==> src/rtl/auth_session_if.sv <==
// Signal bundle between the ATM session controller and its environment:
// card reader, keypad, combinational Authenticator and transaction stages.
interface auth_session_if;
    logic        card_inserted;
    logic [3:0]  acc_num_in;
    logic        key_valid;
    logic [3:0]  key_digit;
    logic        key_enter;
    logic        key_cancel;
    logic        acc_found_stat;
    logic        acc_auth_stat;
    logic [3:0]  acc_index_in;
    logic [3:0]  acc_num;
    logic [15:0] pin;
    logic [2:0]  digit_cnt;
    logic [2:0]  attempts_left;
    logic        session_auth;
    logic [3:0]  acc_index;
    logic        locked;
    logic        err_short_pin;
    logic        err_no_account;
    logic        err_timeout;

    modport master (
        output card_inserted, acc_num_in, key_valid, key_digit, key_enter, key_cancel,
        output acc_found_stat, acc_auth_stat, acc_index_in,
        input  acc_num, pin, digit_cnt, attempts_left, session_auth, acc_index,
        input  locked, err_short_pin, err_no_account, err_timeout
    );

    modport slave (
        input  card_inserted, acc_num_in, key_valid, key_digit, key_enter, key_cancel,
        input  acc_found_stat, acc_auth_stat, acc_index_in,
        output acc_num, pin, digit_cnt, attempts_left, session_auth, acc_index,
        output locked, err_short_pin, err_no_account, err_timeout
    );
endinterface

==> src/rtl/auth_session_ctrl.sv <==
// ATM session front-end: PIN collection, retry lockout and keypad timeout.
// Optional macro LOCK_PERSIST_EN keeps per-account lockout until reset.
module auth_session_ctrl #(
    parameter int MAX_ATTEMPTS   = 3,
    parameter int TIMEOUT_CYCLES = 1000
) (
    input logic           clk,
    input logic           rst_n,
    auth_session_if.slave bus
);
    localparam int         TW         = $clog2(TIMEOUT_CYCLES);
    localparam logic [TW-1:0] TIMER_LAST = TW'(TIMEOUT_CYCLES - 1);

    localparam logic [2:0] ST_IDLE      = 3'd0;
    localparam logic [2:0] ST_ENTER_PIN = 3'd1;
    localparam logic [2:0] ST_CHECK     = 3'd2;
    localparam logic [2:0] ST_AUTH_OK   = 3'd3;
    localparam logic [2:0] ST_LOCKED    = 3'd4;

    logic [2:0]    state;
    logic          card_q;
    logic [TW-1:0] timer;
    logic [3:0]    acc_num_r;
    logic [15:0]   pin_r;
    logic [2:0]    digit_cnt_r;
    logic [2:0]    attempts_r;
    logic          session_auth_r;
    logic [3:0]    acc_index_r;
    logic          locked_r;
    logic          err_short_r;
    logic          err_no_acc_r;
    logic          err_timeout_r;

    logic       abort;
    logic       digit_ok;
    logic [2:0] attempts_dec;

    assign abort        = (state != ST_IDLE) &&
                          (!bus.card_inserted || (bus.key_cancel && state != ST_LOCKED));
    assign digit_ok     = (bus.key_digit <= 4'd9) && (digit_cnt_r < 3'd4);
    assign attempts_dec = attempts_r - 3'd1;

`ifdef LOCK_PERSIST_EN
    logic [15:0] lock_vec;

    // NOTE: this is a small flag array, so it is cleared by reset like any register;
    // clearing on reset is also the only way a persisted lockout is released.
    always_ff @(posedge clk) begin
        if (!rst_n)
            lock_vec <= '0;
        else if (state == ST_LOCKED)
            lock_vec[acc_num_r] <= 1'b1;
    end
`endif

    // NOTE: all state is updated with non-blocking assignments so every branch
    // below sees the pre-edge values of state, timer and counters.
    always_ff @(posedge clk) begin
        if (!rst_n) begin
            state          <= ST_IDLE;
            card_q         <= 1'b0;
            timer          <= '0;
            acc_num_r      <= '0;
            pin_r          <= '0;
            digit_cnt_r    <= '0;
            attempts_r     <= '0;
            session_auth_r <= 1'b0;
            acc_index_r    <= '0;
            locked_r       <= 1'b0;
            err_short_r    <= 1'b0;
            err_no_acc_r   <= 1'b0;
            err_timeout_r  <= 1'b0;
        end else begin
            card_q        <= bus.card_inserted;
            err_short_r   <= 1'b0;
            err_no_acc_r  <= 1'b0;
            err_timeout_r <= 1'b0;

            if (abort) begin
                state          <= ST_IDLE;
                pin_r          <= '0;
                digit_cnt_r    <= '0;
                session_auth_r <= 1'b0;
                locked_r       <= 1'b0;
            end else begin
                case (state)
                    // A session starts only on a fresh insertion, so an aborted
                    // card must be pulled and reinserted.
                    ST_IDLE: begin
                        if (bus.card_inserted && !card_q) begin
                            acc_num_r   <= bus.acc_num_in;
                            pin_r       <= '0;
                            digit_cnt_r <= '0;
                            timer       <= '0;
`ifdef LOCK_PERSIST_EN
                            if (lock_vec[bus.acc_num_in]) begin
                                state      <= ST_LOCKED;
                                locked_r   <= 1'b1;
                                attempts_r <= '0;
                            end else begin
                                state      <= ST_ENTER_PIN;
                                attempts_r <= 3'(MAX_ATTEMPTS);
                            end
`else
                            state      <= ST_ENTER_PIN;
                            attempts_r <= 3'(MAX_ATTEMPTS);
`endif
                        end
                    end

                    ST_ENTER_PIN: begin
                        if (bus.key_enter) begin
                            timer <= '0;
                            if (digit_cnt_r == 3'd4) begin
                                state <= ST_CHECK;
                            end else begin
                                err_short_r <= 1'b1;
                                pin_r       <= '0;
                                digit_cnt_r <= '0;
                            end
                        end else if (bus.key_valid) begin
                            timer <= '0;
                            if (digit_ok) begin
                                pin_r       <= {pin_r[11:0], bus.key_digit};
                                digit_cnt_r <= digit_cnt_r + 3'd1;
                            end
                        end else if (timer == TIMER_LAST) begin
                            state         <= ST_IDLE;
                            err_timeout_r <= 1'b1;
                            pin_r         <= '0;
                            digit_cnt_r   <= '0;
                        end else begin
                            timer <= timer + 1'b1;
                        end
                    end

                    ST_CHECK: begin
                        if (!bus.acc_found_stat) begin
                            state        <= ST_IDLE;
                            err_no_acc_r <= 1'b1;
                            pin_r        <= '0;
                            digit_cnt_r  <= '0;
                        end else if (bus.acc_auth_stat) begin
                            state          <= ST_AUTH_OK;
                            acc_index_r    <= bus.acc_index_in;
                            session_auth_r <= 1'b1;
                        end else begin
                            attempts_r <= attempts_dec;
                            if (attempts_dec == 3'd0) begin
                                state    <= ST_LOCKED;
                                locked_r <= 1'b1;
                            end else begin
                                state       <= ST_ENTER_PIN;
                                pin_r       <= '0;
                                digit_cnt_r <= '0;
                                timer       <= '0;
                            end
                        end
                    end

                    default: ;
                endcase
            end
        end
    end

    assign bus.acc_num        = acc_num_r;
    assign bus.pin            = pin_r;
    assign bus.digit_cnt      = digit_cnt_r;
    assign bus.attempts_left  = attempts_r;
    assign bus.session_auth   = session_auth_r;
    assign bus.acc_index      = acc_index_r;
    assign bus.locked         = locked_r;
    assign bus.err_short_pin  = err_short_r;
    assign bus.err_no_account = err_no_acc_r;
    assign bus.err_timeout    = err_timeout_r;
endmodule

==> src/flat_wrapper.sv <==
// flat-port wrapper written by rule: the top's interface ports become plain ports
module auth_session_ctrl_flat 
#(
    parameter int MAX_ATTEMPTS   = 3,
    parameter int TIMEOUT_CYCLES = 1000
)
  (clk, rst_n, bus_card_inserted, bus_acc_num_in, bus_key_valid, bus_key_digit, bus_key_enter, bus_key_cancel, bus_acc_found_stat, bus_acc_auth_stat, bus_acc_index_in, bus_acc_num, bus_pin, bus_digit_cnt, bus_attempts_left, bus_session_auth, bus_acc_index, bus_locked, bus_err_short_pin, bus_err_no_account, bus_err_timeout);
  auth_session_if bus_i ();
  input logic clk;
  input logic rst_n;
  input wire logic [$bits(bus_i.card_inserted)-1:0] bus_card_inserted;
  input wire logic [$bits(bus_i.acc_num_in)-1:0] bus_acc_num_in;
  input wire logic [$bits(bus_i.key_valid)-1:0] bus_key_valid;
  input wire logic [$bits(bus_i.key_digit)-1:0] bus_key_digit;
  input wire logic [$bits(bus_i.key_enter)-1:0] bus_key_enter;
  input wire logic [$bits(bus_i.key_cancel)-1:0] bus_key_cancel;
  input wire logic [$bits(bus_i.acc_found_stat)-1:0] bus_acc_found_stat;
  input wire logic [$bits(bus_i.acc_auth_stat)-1:0] bus_acc_auth_stat;
  input wire logic [$bits(bus_i.acc_index_in)-1:0] bus_acc_index_in;
  output wire logic [$bits(bus_i.acc_num)-1:0] bus_acc_num;
  output wire logic [$bits(bus_i.pin)-1:0] bus_pin;
  output wire logic [$bits(bus_i.digit_cnt)-1:0] bus_digit_cnt;
  output wire logic [$bits(bus_i.attempts_left)-1:0] bus_attempts_left;
  output wire logic [$bits(bus_i.session_auth)-1:0] bus_session_auth;
  output wire logic [$bits(bus_i.acc_index)-1:0] bus_acc_index;
  output wire logic [$bits(bus_i.locked)-1:0] bus_locked;
  output wire logic [$bits(bus_i.err_short_pin)-1:0] bus_err_short_pin;
  output wire logic [$bits(bus_i.err_no_account)-1:0] bus_err_no_account;
  output wire logic [$bits(bus_i.err_timeout)-1:0] bus_err_timeout;
  assign bus_i.card_inserted = bus_card_inserted;
  assign bus_i.acc_num_in = bus_acc_num_in;
  assign bus_i.key_valid = bus_key_valid;
  assign bus_i.key_digit = bus_key_digit;
  assign bus_i.key_enter = bus_key_enter;
  assign bus_i.key_cancel = bus_key_cancel;
  assign bus_i.acc_found_stat = bus_acc_found_stat;
  assign bus_i.acc_auth_stat = bus_acc_auth_stat;
  assign bus_i.acc_index_in = bus_acc_index_in;
  assign bus_acc_num = bus_i.acc_num;
  assign bus_pin = bus_i.pin;
  assign bus_digit_cnt = bus_i.digit_cnt;
  assign bus_attempts_left = bus_i.attempts_left;
  assign bus_session_auth = bus_i.session_auth;
  assign bus_acc_index = bus_i.acc_index;
  assign bus_locked = bus_i.locked;
  assign bus_err_short_pin = bus_i.err_short_pin;
  assign bus_err_no_account = bus_i.err_no_account;
  assign bus_err_timeout = bus_i.err_timeout;
  auth_session_ctrl #(.MAX_ATTEMPTS(MAX_ATTEMPTS), .TIMEOUT_CYCLES(TIMEOUT_CYCLES)) u_core (.clk(clk), .rst_n(rst_n), .bus(bus_i));
endmodule
==> config.mk <==
export PLATFORM = sky130hd
export DESIGN_NAME = auth_session_ctrl_flat
export DESIGN_NICKNAME = d
export VERILOG_FILES = /design/src/rtl/auth_session_if.sv /design/src/rtl/auth_session_ctrl.sv /design/src/flat_wrapper.sv
export SDC_FILE = /design/constraint.sdc
export NUM_CORES = 1
export LEC_CHECK = 0
export BUFFER_PORTS_ARGS = -buffer_cell sky130_fd_sc_hd__clkbuf_2
export CAP_MARGIN = 20
export CORE_MARGIN = 1.5
export CORE_UTILIZATION = 37
export DETAILED_ROUTE_END_ITERATION = 10
export GPL_TIMING_DRIVEN = 0
export PLACE_DENSITY = 0.65
export SYNTH_ARGS = -nofsm -noshare
export SYNTH_HDL_FRONTEND = slang
export SYNTH_SLANG_ARGS = --single-unit
export TNS_END_PERCENT = 30
==> constraint.sdc <==
create_clock -name clk -period 2.5 [get_ports clk]
set_input_delay 0.125 -clock clk [delete_from_list [all_inputs] [get_ports clk]]
set_output_delay 0.125 -clock clk [all_outputs]
set_load 0.01 [all_outputs]
Word-level counts from Yosys, hierarchy flattened --
Index checks and enable logic that the tools add are counted.
Word-level totals: register bits 49, input port bits 20, output and inout bits 35
Operators by class: $add $sub $neg 3, magnitude comparators 2, eq/ne operators 18, multiplexer cells 43, bitwise gates (word level) 6, reduce and logical (&&, ||, !) cells 24
Operator list (count):
- 16-bit 2-to-1 mux | 9
- 10-bit 2-to-1 mux | 7
- 3-bit 2-to-1 mux | 19
- 16-bit one-hot mux with 3 select lines | 1
- 10-bit one-hot mux with 3 select lines | 1
- 3-bit one-hot mux with 3 select lines | 2
- 3-bit != test, second input constant | 5
- 7-bit AND reduction | 2
- 10-bit by 1-bit adder with 10-bit output, second input constant | 1
- 10-bit equality test, second input constant | 1
- 5-bit AND reduction | 2
- 4-bit by 3-bit != test with 1-bit output, second input constant | 2
- 4-bit AND reduction | 2
- 3-bit logical NOT | 2
- 2-bit != test, second input constant | 3
- 3-bit by 2-bit != test with 1-bit output, second input constant | 2
- 1-bit NOT | 6
- 3-bit one-hot mux with 2 select lines | 1
- 3-bit AND reduction | 2
- 3-bit nonzero test | 2
- 5-bit OR reduction | 1
- 4-bit <= comparator, second input constant | 1
- 1-bit logical AND | 4
- 4-bit != test, second input constant | 1
- other kinds (14) | 17

Longest topological paths before layout --
depth in word-level cells 6, gate-level depth with buffers 8, gate-level depth less buffers 7

Worst setup path before layout --
OpenSTA, ideal clock, no wires.
path kind flip-flop to flip-flop, start point reg u_core.digit_cnt_r[0], in the netlist u_core.bus.digit_cnt[0], end point reg u_core.pin_r[10], in the netlist u_core.bus.pin[10], library setup time 0.072 ns, arrival 1.906 ns, path slack 0.522 ns, cell stages (with the launch flop) 9, path buffers 1, period minus slack after synthesis 1.978 ns, cells stage by stage dfxtp_1 inv_1 ha_1 mux2_2 a22oi_1 o22ai_2 nor2_4 buf_6 mux2i_1
Between the ends: longest elaborated chain between the ends 4
Ends and longest elaborated chain:
- start: declaration | RTL line auth_session_ctrl.sv:25 | logic [2:0] digit_cnt_r;
- start signal: assignment | RTL line auth_session_ctrl.sv:125 | digit_cnt_r <= digit_cnt_r + 3'd1;
- 3-bit < comparator | RTL line auth_session_ctrl.sv:40 | assign digit_ok = (bus.key_digit <= 4'd9) && (digit_cnt_r < 3'd4);
- 1-bit logical AND | RTL line auth_session_ctrl.sv:40
- 4-bit by 3-bit != test with 1-bit output (no line)
- 7-bit AND reduction (no line) (*)
- end signal: assignment | RTL line auth_session_ctrl.sv:124 | pin_r <= {pin_r[11:0], bus.key_digit};
- end: declaration | RTL line auth_session_ctrl.sv:24 | logic [15:0] pin_r;
Mark *: on every way between the ends. The rest lies on a longest branch, timed or not. A chain may end at the register's enable or synchronous reset.

Worst setup path in the final report --
start point reg u_core.timer[0], end point reg u_core.pin_r[10], in the netlist u_core.bus.pin[10]
Between the ends: longest elaborated chain between the ends 3
Ends and longest elaborated chain:
- start: declaration | RTL line auth_session_ctrl.sv:22 | logic [TW-1:0] timer;
- start signal: assignment | RTL line auth_session_ctrl.sv:133 | timer <= timer + 1'b1;
- 10-bit equality test | RTL line auth_session_ctrl.sv:127 | end else if (timer == TIMER_LAST) begin
- 4-bit by 3-bit != test with 1-bit output (no line)
- 7-bit AND reduction (no line)
Every way passes these cells.

==> results.toml <==
[route]
drt_wl_total_um = 5330
drt_iter0_markers = 109
wl_per_cell_um = 13.0
vias_per_cell = 5.25
drt_pass1_iterations = 4
drc = 0
vias = 2152
drtAntennaViolNets = 0

[synth]
yosysSeqAreaShare_pct = 41.0
synth_top_area_cell = "dfxtp_1"
syn_area_um2 = 2390
synth_area_leaders = "dfxtp_1 (41%), mux2i_1 (11%), nand2_1 (5.3%), nand3_1 (4.6%), ha_1 (2.6%)"
synth_cell_type_count = 51
ys_ff_latch = 49
syn_nets = 296
avgSynthCellArea_um2 = 8.84
synth_async_sr_flop_share_pct = 0
synth-edff-count = 0
synthCells = 271
synth_top_area_share_pct = 41.0
ys_warn_count = 0
synth_ff_type = "dfxtp_1"
netlist_top_cells_count = "dfxtp_1 (49), nand2_1 (34), mux2i_1 (26)"
yosysMostFrequentCell = "dfxtp_1"

[floorplanning]
start_util_pct = 37.9
num_rows = 29
core_um2 = 6310
die_area_um2 = 6960
die_y_um = 83.5
fp.dieW_um = 83.5
io_pins = 55

[timing]
fmax_mhz = 463
fin_tns_setup_ns = 0
fin_crit_sh_pct = 86.4
hold_violations = 0
min_period_ns = 2.16
rsz0062_at_grt = "no"
fin_ws_ns = 0.341
fin_skew_ns = 0.0143
finalSetupViolations = 0
tightest_slew_ns = 0.704
relSlewSlack_pct = 52.7
slew_viol_final = 0

[pwr]
leakage_nw = 1.19
peakVddDrop_mv = 0.329
power_density_nw_per_um2 = 550

[final_layout]
antenna_cells = 0
nFillCells = 629
finish.utilization_pct = 45.3
area_growth_pct = 19.3
drive_above_1_share_pct = 24.0
final_nets = 357

[flow_run]
maxCapViolations = 0

[setup_path]
path_class = "flip-flop to flip-flop"
cp.required_ns = 2.73
path_buf_inv = 1
end_kind = "flip-flop"
slowest_stage = "dfxtp_1"
critPathMaxFanout = 10
setup.worst_path.start_class = "flip-flop"
crit_family = "simple AND/OR/NAND/NOR gates"
worstPathArrival_ns = 2.39
crit_chain = "ha_1 -> nand2_1 -> nor4_4 -> o22ai_2 -> nor2_4 -> buf_6 -> mux2i_1"
slowest_delay_ns = 0.42

[grt]
grt_max_degree = 17
grt_usage_pct = 15.1
overflow = 0
antenna_found_initial = 0
grt_pass1_wl_um = 8720
grt_pass1_vias = 1882

[clock_tree]
cts_tree = "done"
clock_path_buffers = 2
clock-sinks = 49
insertion_delay_ns = 0.31
htreeDepth = 2
cts_resized = 0
cts_buffers = 5
cts.clk_slew.worst_paths_ns = 0.10
ctsHoldBuffers = 0
cts-root-buf = "clkbuf_8"
postCtsSetupBuffers = 0

[placed_design]
hpwl_um = 3890
port_buffers = 54
gp_congestion = 0.830
pre_cts_ws_ns = 0.213

[outcome]
status = "complete, no violations"

[min_path]
hold_class = "primary input to flip-flop"
==> metrics by stage <==
stage / area [um2] / hold WS, ns / instances / total power, W
6_report: 2860 / 0.0507 / 410 / 0.00157
5_1_grt: 2860 / 0.0485 / 410 / 0.00165
4_1_cts: 2850 / 0.0454 / 410 / 0.00158
3_5_place_dp: 2760 / 0.372 / 402 / 0.00112
3_3_place_gp: 2760 / 0.369 / 402 / 0.00111
2_1_floorplan: 2390 / 0.204 / 271 / 0.00103
==> per-layer routing <==
layer	up-vias	track usage, %	wire length, um	part of all wire, %
met4	0	3.13	38	0.71
met2	59	24.5	2420	45
met5	-	0	0	0
met3	5	4.65	296	5.6
li1	1099	-	-	-
met1	989	19.8	2580	48
==> state kept, by name (all words and copies together), names as in the netlist <==
signal                     flops
u_core.bus.err_short_pin       1
u_core.bus.pin                16
u_core.card_q                  1
u_core.bus.session_auth        1
u_core.bus.attempts_left       3
u_core.bus.err_timeout         1
u_core.bus.err_no_account      1
u_core.bus.acc_num             4
u_core.bus.locked              1
u_core.bus.digit_cnt           3
u_core.state                   3
u_core.timer                  10
u_core.bus.acc_index           4
==> cell type report <==
class	count	area, um2	share of cell area, %
multi-input combinational	198	1320	46.1
sequential	49	981	34.3
timing repair buffer	54	270	9.46
tap	77	96.3	3.37
clock buffer	5	68.8	2.41
buffer	14	65.1	2.28
inverter	10	37.5	1.31
clock inverter	3	21.3	0.744
==> layout by cell type (no fill, tap or decap), drive strengths merged, types with 2 or more instances in the layout <==
cell type,synthesis,final
mux2,2,2
inv,10,11
o211ai,4,4
o2111ai,2,2
nor3,3,3
o21ai,10,10
and3,6,6
dfxtp,49,49
nor2b,8,8
and2,3,3
nor4,3,3
nor2,17,17
nand2b,5,5
nand4,4,4
ha,5,5
clkbuf,9,68
o22ai,5,5
nor3b,2,2
nand2,34,34
a31oi,5,5
mux2i,26,26
o311ai,5,5
o21a,2,2
or4,2,2
a21oi,7,7
a211oi,3,3
buf,5,5
nand3,23,23
==> power by group <==
part	switching, W	internal (W)	leakage, nW
clock	0.000274	0.000199	0.0445
combinational	0.000178	0.000113	0.744
sequential	0.0000104	0.000797	0.396
total	0.000463	0.00111	1.19
==> worst paths after layout <==
kind / start / to / slack [ns] / cells after the start
min: bus_acc_index_in[0] / u_core.bus.acc_index[0] / 0.05 / 3
max reg2reg: u_core.timer[0] / u_core.bus.pin[10] / 0.34 / 7
min reg2reg: u_core.bus.locked / u_core.bus.locked / 0.45 / 2
max: u_core.timer[0] / u_core.bus.pin[10] / 0.34 / 7
==> tightest hold or removal path, cell delays in order <==
cell and delay (ns):
clkbuf_2 0.08, mux2i_1 0.05, nor2_1 0.07
==> cells by family (layout without fill, tap and decap cells) <==
kind of cell,Yosys count,in the layout,synth area share [%]
XOR/XNOR,1,1,0.366
flip-flops,49,49,41.0
AND/OR/NAND/NOR,112,112,24.7
AO/OA/AOI/OAI,52,52,15.3
buffers and inverters,24,86,4.28
adder cells (fa/ha/maj),5,5,2.61
multiplexers,28,28,11.8
(Power assumes the default switching activity.)
